File: config.mk
export PLATFORM = sky130hd
export DESIGN_NAME = pong_game_ctrl
export DESIGN_NICKNAME = d
export VERILOG_FILES = /design/src/rtl/pong_game_ctrl.sv
export SDC_FILE = /design/constraint.sdc
export NUM_CORES = 1
export LEC_CHECK = 0
export ABC_AREA = 1
export BUFFER_PORTS_ARGS = -buffer_cell sky130_fd_sc_hd__buf_2
export CAP_MARGIN = 20
export CORE_MARGIN = 10
export CORE_UTILIZATION = 58
export DETAILED_ROUTE_END_ITERATION = 12
export PLACE_DENSITY = 0.86
export SYNTH_ARGS = -nofsm -noshare
export SYNTH_HDL_FRONTEND = slang
export SYNTH_SLANG_ARGS = --single-unit
File: constraint.sdc
create_clock -name clk -period 2.2 [get_ports clk]
set_input_delay 0.66 -clock clk [delete_from_list [all_inputs] [get_ports clk]]
set_output_delay 0.66 -clock clk [all_outputs]
set_load 0.01 [all_outputs]
File: src/rtl/pong_game_ctrl.sv
// Pong match sequencer: frame strobe, idle/serve/play/point/over FSM,
// miss detection and BCD scoring for both players.
module pong_game_ctrl #(
  parameter int unsigned WIN_SCORE    = 7,
  parameter int unsigned SERVE_FRAMES = 60,
  parameter int unsigned POINT_FRAMES = 90,
  parameter int unsigned TICK_LINE    = 515,
  parameter int unsigned LEFT_OUT     = 145,
  parameter int unsigned RIGHT_OUT    = 782
) (
  input  logic        clk,
  input  logic        rst,
  input  logic        start,
  input  logic [9:0]  hCount,
  input  logic [9:0]  vCount,
  input  logic [9:0]  ballx,
  output logic        ball_hold,
  output logic        ball_step,
  output logic        serve_dir,
  output logic [15:0] score,
  output logic        game_over,
  output logic        winner,
  output logic        paused
);

  localparam int unsigned DW = 10;
  localparam int unsigned CW = 8;
  localparam int unsigned SW = 8;

  localparam logic [SW-1:0] WIN_BCD    = {4'(WIN_SCORE / 10), 4'(WIN_SCORE % 10)};
  localparam logic [CW-1:0] SERVE_LAST = CW'(SERVE_FRAMES - 1);
  localparam logic [CW-1:0] POINT_LAST = CW'(POINT_FRAMES - 1);

  typedef enum logic [2:0] {
    S_IDLE  = 3'd0,
    S_SERVE = 3'd1,
    S_PLAY  = 3'd2,
    S_POINT = 3'd3,
    S_OVER  = 3'd4
  } state_t;

  state_t        state_q, state_n;
  logic [CW-1:0] cnt_q, cnt_n;
  logic [SW-1:0] p1_q, p1_n;
  logic [SW-1:0] p2_q, p2_n;
  logic          serve_dir_q, serve_dir_n;
  logic          winner_q, winner_n;
  logic          paused_q, paused_n;
  logic          m_d, tick_q, start_d;

  logic m_c, sp_c, miss_l_c, miss_r_c, scorer_at_win_c;

  // One-digit-pair BCD increment; scores stop at WIN_SCORE so tens never wraps
  function automatic logic [SW-1:0] bcd_inc(input logic [SW-1:0] v);
    if (v[3:0] == 4'd9) bcd_inc = {v[7:4] + 4'd1, 4'd0};
    else                bcd_inc = {v[7:4], v[3:0] + 4'd1};
  endfunction

  assign m_c      = (hCount == DW'(0)) && (vCount == DW'(TICK_LINE));
  assign sp_c     = start & ~start_d;
  assign miss_l_c = (ballx <= DW'(LEFT_OUT));
  assign miss_r_c = (ballx >= DW'(RIGHT_OUT));
  // serve_dir records the last scorer: 1 = p1 scored, 0 = p2 scored
  assign scorer_at_win_c = serve_dir_q ? (p1_q == WIN_BCD) : (p2_q == WIN_BCD);

  // Edge detectors for the frame strobe and the start button
  always_ff @(posedge clk or posedge rst) begin
    if (rst) begin
      m_d     <= 1'b0;
      tick_q  <= 1'b0;
      start_d <= 1'b0;
    end else begin
      m_d     <= m_c;
      tick_q  <= m_c & ~m_d;
      start_d <= start;
    end
  end

  // Match state and score registers
  always_ff @(posedge clk or posedge rst) begin
    if (rst) begin
      state_q     <= S_IDLE;
      cnt_q       <= '0;
      p1_q        <= '0;
      p2_q        <= '0;
      serve_dir_q <= 1'b1;
      winner_q    <= 1'b0;
      paused_q    <= 1'b0;
    end else begin
      state_q     <= state_n;
      cnt_q       <= cnt_n;
      p1_q        <= p1_n;
      p2_q        <= p2_n;
      serve_dir_q <= serve_dir_n;
      winner_q    <= winner_n;
      paused_q    <= paused_n;
    end
  end

  // Next-state, frame counting, scoring and pause logic
  always_comb begin
    state_n     = state_q;
    cnt_n       = cnt_q;
    p1_n        = p1_q;
    p2_n        = p2_q;
    serve_dir_n = serve_dir_q;
    winner_n    = winner_q;
    paused_n    = paused_q;
    case (state_q)
      S_IDLE: begin
        if (sp_c) begin
          p1_n    = '0;
          p2_n    = '0;
          cnt_n   = '0;
          state_n = S_SERVE;
        end
      end
      S_SERVE: begin
        if (tick_q) begin
          if (cnt_q == SERVE_LAST) begin
            cnt_n   = '0;
            state_n = S_PLAY;
          end else begin
            cnt_n = cnt_q + CW'(1);
          end
        end
      end
      S_PLAY: begin
        if (!paused_q && miss_l_c) begin
          p2_n        = bcd_inc(p2_q);
          serve_dir_n = 1'b0;
          cnt_n       = '0;
          paused_n    = 1'b0;
          state_n     = S_POINT;
        end else if (!paused_q && miss_r_c) begin
          p1_n        = bcd_inc(p1_q);
          serve_dir_n = 1'b1;
          cnt_n       = '0;
          paused_n    = 1'b0;
          state_n     = S_POINT;
        end else if (sp_c) begin
          paused_n = ~paused_q;
        end
      end
      S_POINT: begin
        if (tick_q) begin
          if (cnt_q == POINT_LAST) begin
            cnt_n = '0;
            if (scorer_at_win_c) begin
              winner_n = ~serve_dir_q;
              state_n  = S_OVER;
            end else begin
              state_n = S_SERVE;
            end
          end else begin
            cnt_n = cnt_q + CW'(1);
          end
        end
      end
      S_OVER: begin
        if (sp_c) begin
          p1_n     = '0;
          p2_n     = '0;
          winner_n = 1'b0;
          cnt_n    = '0;
          state_n  = S_SERVE;
        end
      end
      default: begin
        state_n = S_IDLE;
      end
    endcase
  end

  // Output decode from registered state
  assign ball_hold = (state_q != S_PLAY);
  assign ball_step = (state_q == S_PLAY) & tick_q & ~paused_q;
  assign game_over = (state_q == S_OVER);
  assign serve_dir = serve_dir_q;
  assign winner    = winner_q;
  assign paused    = paused_q;
  assign score     = {p1_q, p2_q};

endmodule

==> impl_results.md <==
- Endpoint class of the critical path: primary output
- Placed cell area: 0.002590 mm²
- H-tree Lvls: 2
- Total track usage: 0.1771
- Fraction of layout cells with a size suffix above 1: 0.2075
- Number of global-route vias before repair: 2307
- CP Class: flop to primary output
- Worst path slowest cell: dfrtp_1
- Nets: 438
- Design Area, Final: 0.002700 mm²
- Hold path endpoint: tick_q
- Gate power share: 0.458
- Syn_nets: 376
- CTS tree: built
- Switching pwr: 1182 µW
- Cts bufs inserted: 5
- Via/cell ratio: 5.413
- Hold path startpoint: m_d
- Initial DRC Count: 156
- DR vias: 2425
- Post-CTS Hold Buffers: 0
- Worst EP arrival: 1410 ps
- Clock power frac: 0.194
- Critical path fanouts, max: 6
- Initial antenna violation count: 0
- Clock transition at path regs: 60 ps
- Actual slew at the worst max-slew pin: 481.6 ps
- Die Y: 82.28 µm
- Switching part of the total: 0.4513
- Max frequency: 483.1 MHz
- Crit path buffers/inverters: 3
- # IOs: 55
- I/O Buffers: 53
- Total clock sinks: 33
- # rows: 22
- GP Congestion: 0.9443
- Avg Inst Size Synth: 6.676 µm²
- Clk root buf: clkbuf_8
- Reg2reg path depth: 8
- Leakage: 0.001528 µW
- Die area: 0.006770 mm²
- Cell area after synthesis: 0.002250 mm²
- R2r startpoint: state_q[0]
- Maxcap violations: 0
- Crit-path max cell delay: 420 ps
- Core Box Area: 0.003716 mm²
- First-pass DRT Iterations: 5
- Final ANT Viol Nets: 0
- Wire per inst: 12.80 µm
- Synthesized instance count: 337
- Initial Utilization: 0.6054
- First-pass GRT wire length: 9791 µm
- Class of the worst hold path: flop to flop
- Worst path required time: 1540 ps
- Pint: 1437 µW
- Worst skew pair latency: 290 ps
- Critical path cell sequence: inv_1 > nand2_2 > nor2_4 > inv_4 > nor3_1 > buf_2
- Top delay family on crit path: flip-flops
- Worst vdd ir: 0.0005733 V
- Outcome: finished clean
- Fillers: 313
- Sequential power share: 0.347
- Synth cell types: 27
- Final TNS setup: 0 ps
- GRT overflow: 0
- Worst Setup SP: state_q[2]
- Area delta synth->final: 20.02%
- Setup slack, reg-to-reg: 460 ps
- Max clock buf depth: 2
- DRC: 0
- Period utilisation layout: 0.9409
- Post-synthesis sequential area ratio: 0.3676
- Pwr/cell area: 969.8 mW/mm²
- RSZ-0062 raised after global routing: false
- # diodes: 0
- CP Launch Type: flop
- Hpwl dp: 4397 µm
- Largest net degree at the start of global routing: 34
- Final Skew: 8.199 ps
- #FFs+latches synth: 33
- Slew headroom: 0.6778
- Crit Reg-Reg Endpoint: p1_q[7]
- Crit path time final: 2070 ps
- Synthesis warning total: 0
- Worst Hold Path Cells: 1
- Final hold violation count: 0
- Final Max Tran Viols: 0
- DIE WIDTH: 82.28 µm
- WHS: 412.1 ps
- Final WL: 5734 µm
- # setup viols final: 0
==> worst reg2reg max path, cell delays in order (launching register included) <==
cell and delay (ps):
dfrtp_1 480, nor2_4 240, inv_2 150, o21ai_4 300, o21ai_2 120, nor2_4 170
inv_2 70, nand2_1 60, nand2_1 60
==> what timing repair did <==
item	CTS	global route
resized for setup	0	1
setup endpoints to repair	0	1
setup buffers	0	1
==> worst max path at each step <==
stage / end / slack [ps] / depth (start not counted)
final: ball_step / 130 / 6
after global routing: ball_step / 40 / 6
after CTS: ball_step / 40 / 6
after detailed placement: p2_q[2] / 270 / 11
after global placement: cnt_q[1] / 360 / 12
after floorplan: ball_step / 490 / 5
==> sequential cells by signal, indices dropped and copies added, names as in the netlist <==
signal / cells
m_d: 1
p2_q: 8
paused: 1
tick_q: 1
cnt_q: 8
start_d: 1
serve_dir: 1
state_q: 3
winner: 1
p1_q: 8
==> per-stage QoR <==
step | cells | setup slack (ps) | total power (µW) | utilization
after global routing | 448 | 37.87 | 2832 | 0.7266
after floorplan | 337 | 486.7 | 1724 | -
after global placement | 439 | 361.7 | 2057 | 0.6970
after CTS | 447 | 42.89 | 2605 | 0.7242
final | 448 | 130.1 | 2619 | 0.7266
after detailed placement | 439 | 267.4 | 2095 | 0.6970
==> cell families (layout without fill, tap and decap cells) <==
logic type,count (synthesis),in the layout,share of synthesized area
flops,33,33,0.3676
simple gates,230,230,0.4511
fa+ha+maj,6,6,0.03337
buf+inv,43,106,0.07453
compound gates,20,20,0.05395
xor+xnor,5,5,0.01947
==> power groups by stage <==
stage	combinational [µW]	sequential [µW]	clock [µW]
after global placement	1150	911	0
after global routing	1360	933	538
final	1200	910	508
after detailed placement	1180	915	0
after floorplan	818	906	0
after CTS	1190	906	512
==> synthesized netlist by cell type (all sizes together) <==
cell type / n / area, µm²
nor4: 4 / 25.02
buf: 1 / 7.510
nand4: 15 / 93.84
inv: 40 / 152.6
xor2: 4 / 35.03
o21ai: 15 / 90.09
nor3: 5 / 25.02
nand3: 45 / 225.2
a21oi: 4 / 23.77
ha: 6 / 75.07
clkbuf: 2 / 7.510
dfrtp: 32 / 800.8
a21boi: 1 / 7.510
nand3b: 1 / 7.510
xnor2: 1 / 8.760
dfstp: 1 / 26.28
nand2: 124 / 470.5
nor2: 32 / 142.6
or2: 4 / 25.02
==> layout make-up <==
class,instances,area [µm²],area share
multi-input combinational,261,1255,0.4648
timing repair buffer,58,302.8,0.1121
sequential,33,828.3,0.3068
clock buffer,7,96.34,0.03568
inverter,40,152.6,0.05653
tap,48,60.06,0.02224
clock inverter,1,5.005,0.001854
==> routing by layer <==
metal	share of wire	wire, µm	global-route usage	up-vias
met5	0	0	0	-
li1	-	-	-	1218
met2	0.46	2621	0.2869	92
met3	0.074	425	0.05076	15
met4	0.019	108	0.07483	0
met1	0.45	2578	0.2149	1100
==> placed cells by master, fill, tap and decap left out, types with 3 or more instances in the layout <==
master,synthesis,routed
nor3_1,5,5
a21oi_1,3,3
dfrtp_1,32,31
xor2_1,4,4
nand3_1,45,45
buf_2,0,53
nand2_1,122,122
buf_4,1,5
nor4_1,4,4
ha_1,6,6
nand4_1,15,15
inv_1,37,37
o21ai_0,12,12
clkbuf_8,0,7
nor2_4,3,3
nor2_1,29,29
or2_2,4,4
No activity file was read; power rests on OpenSTA's default activity.
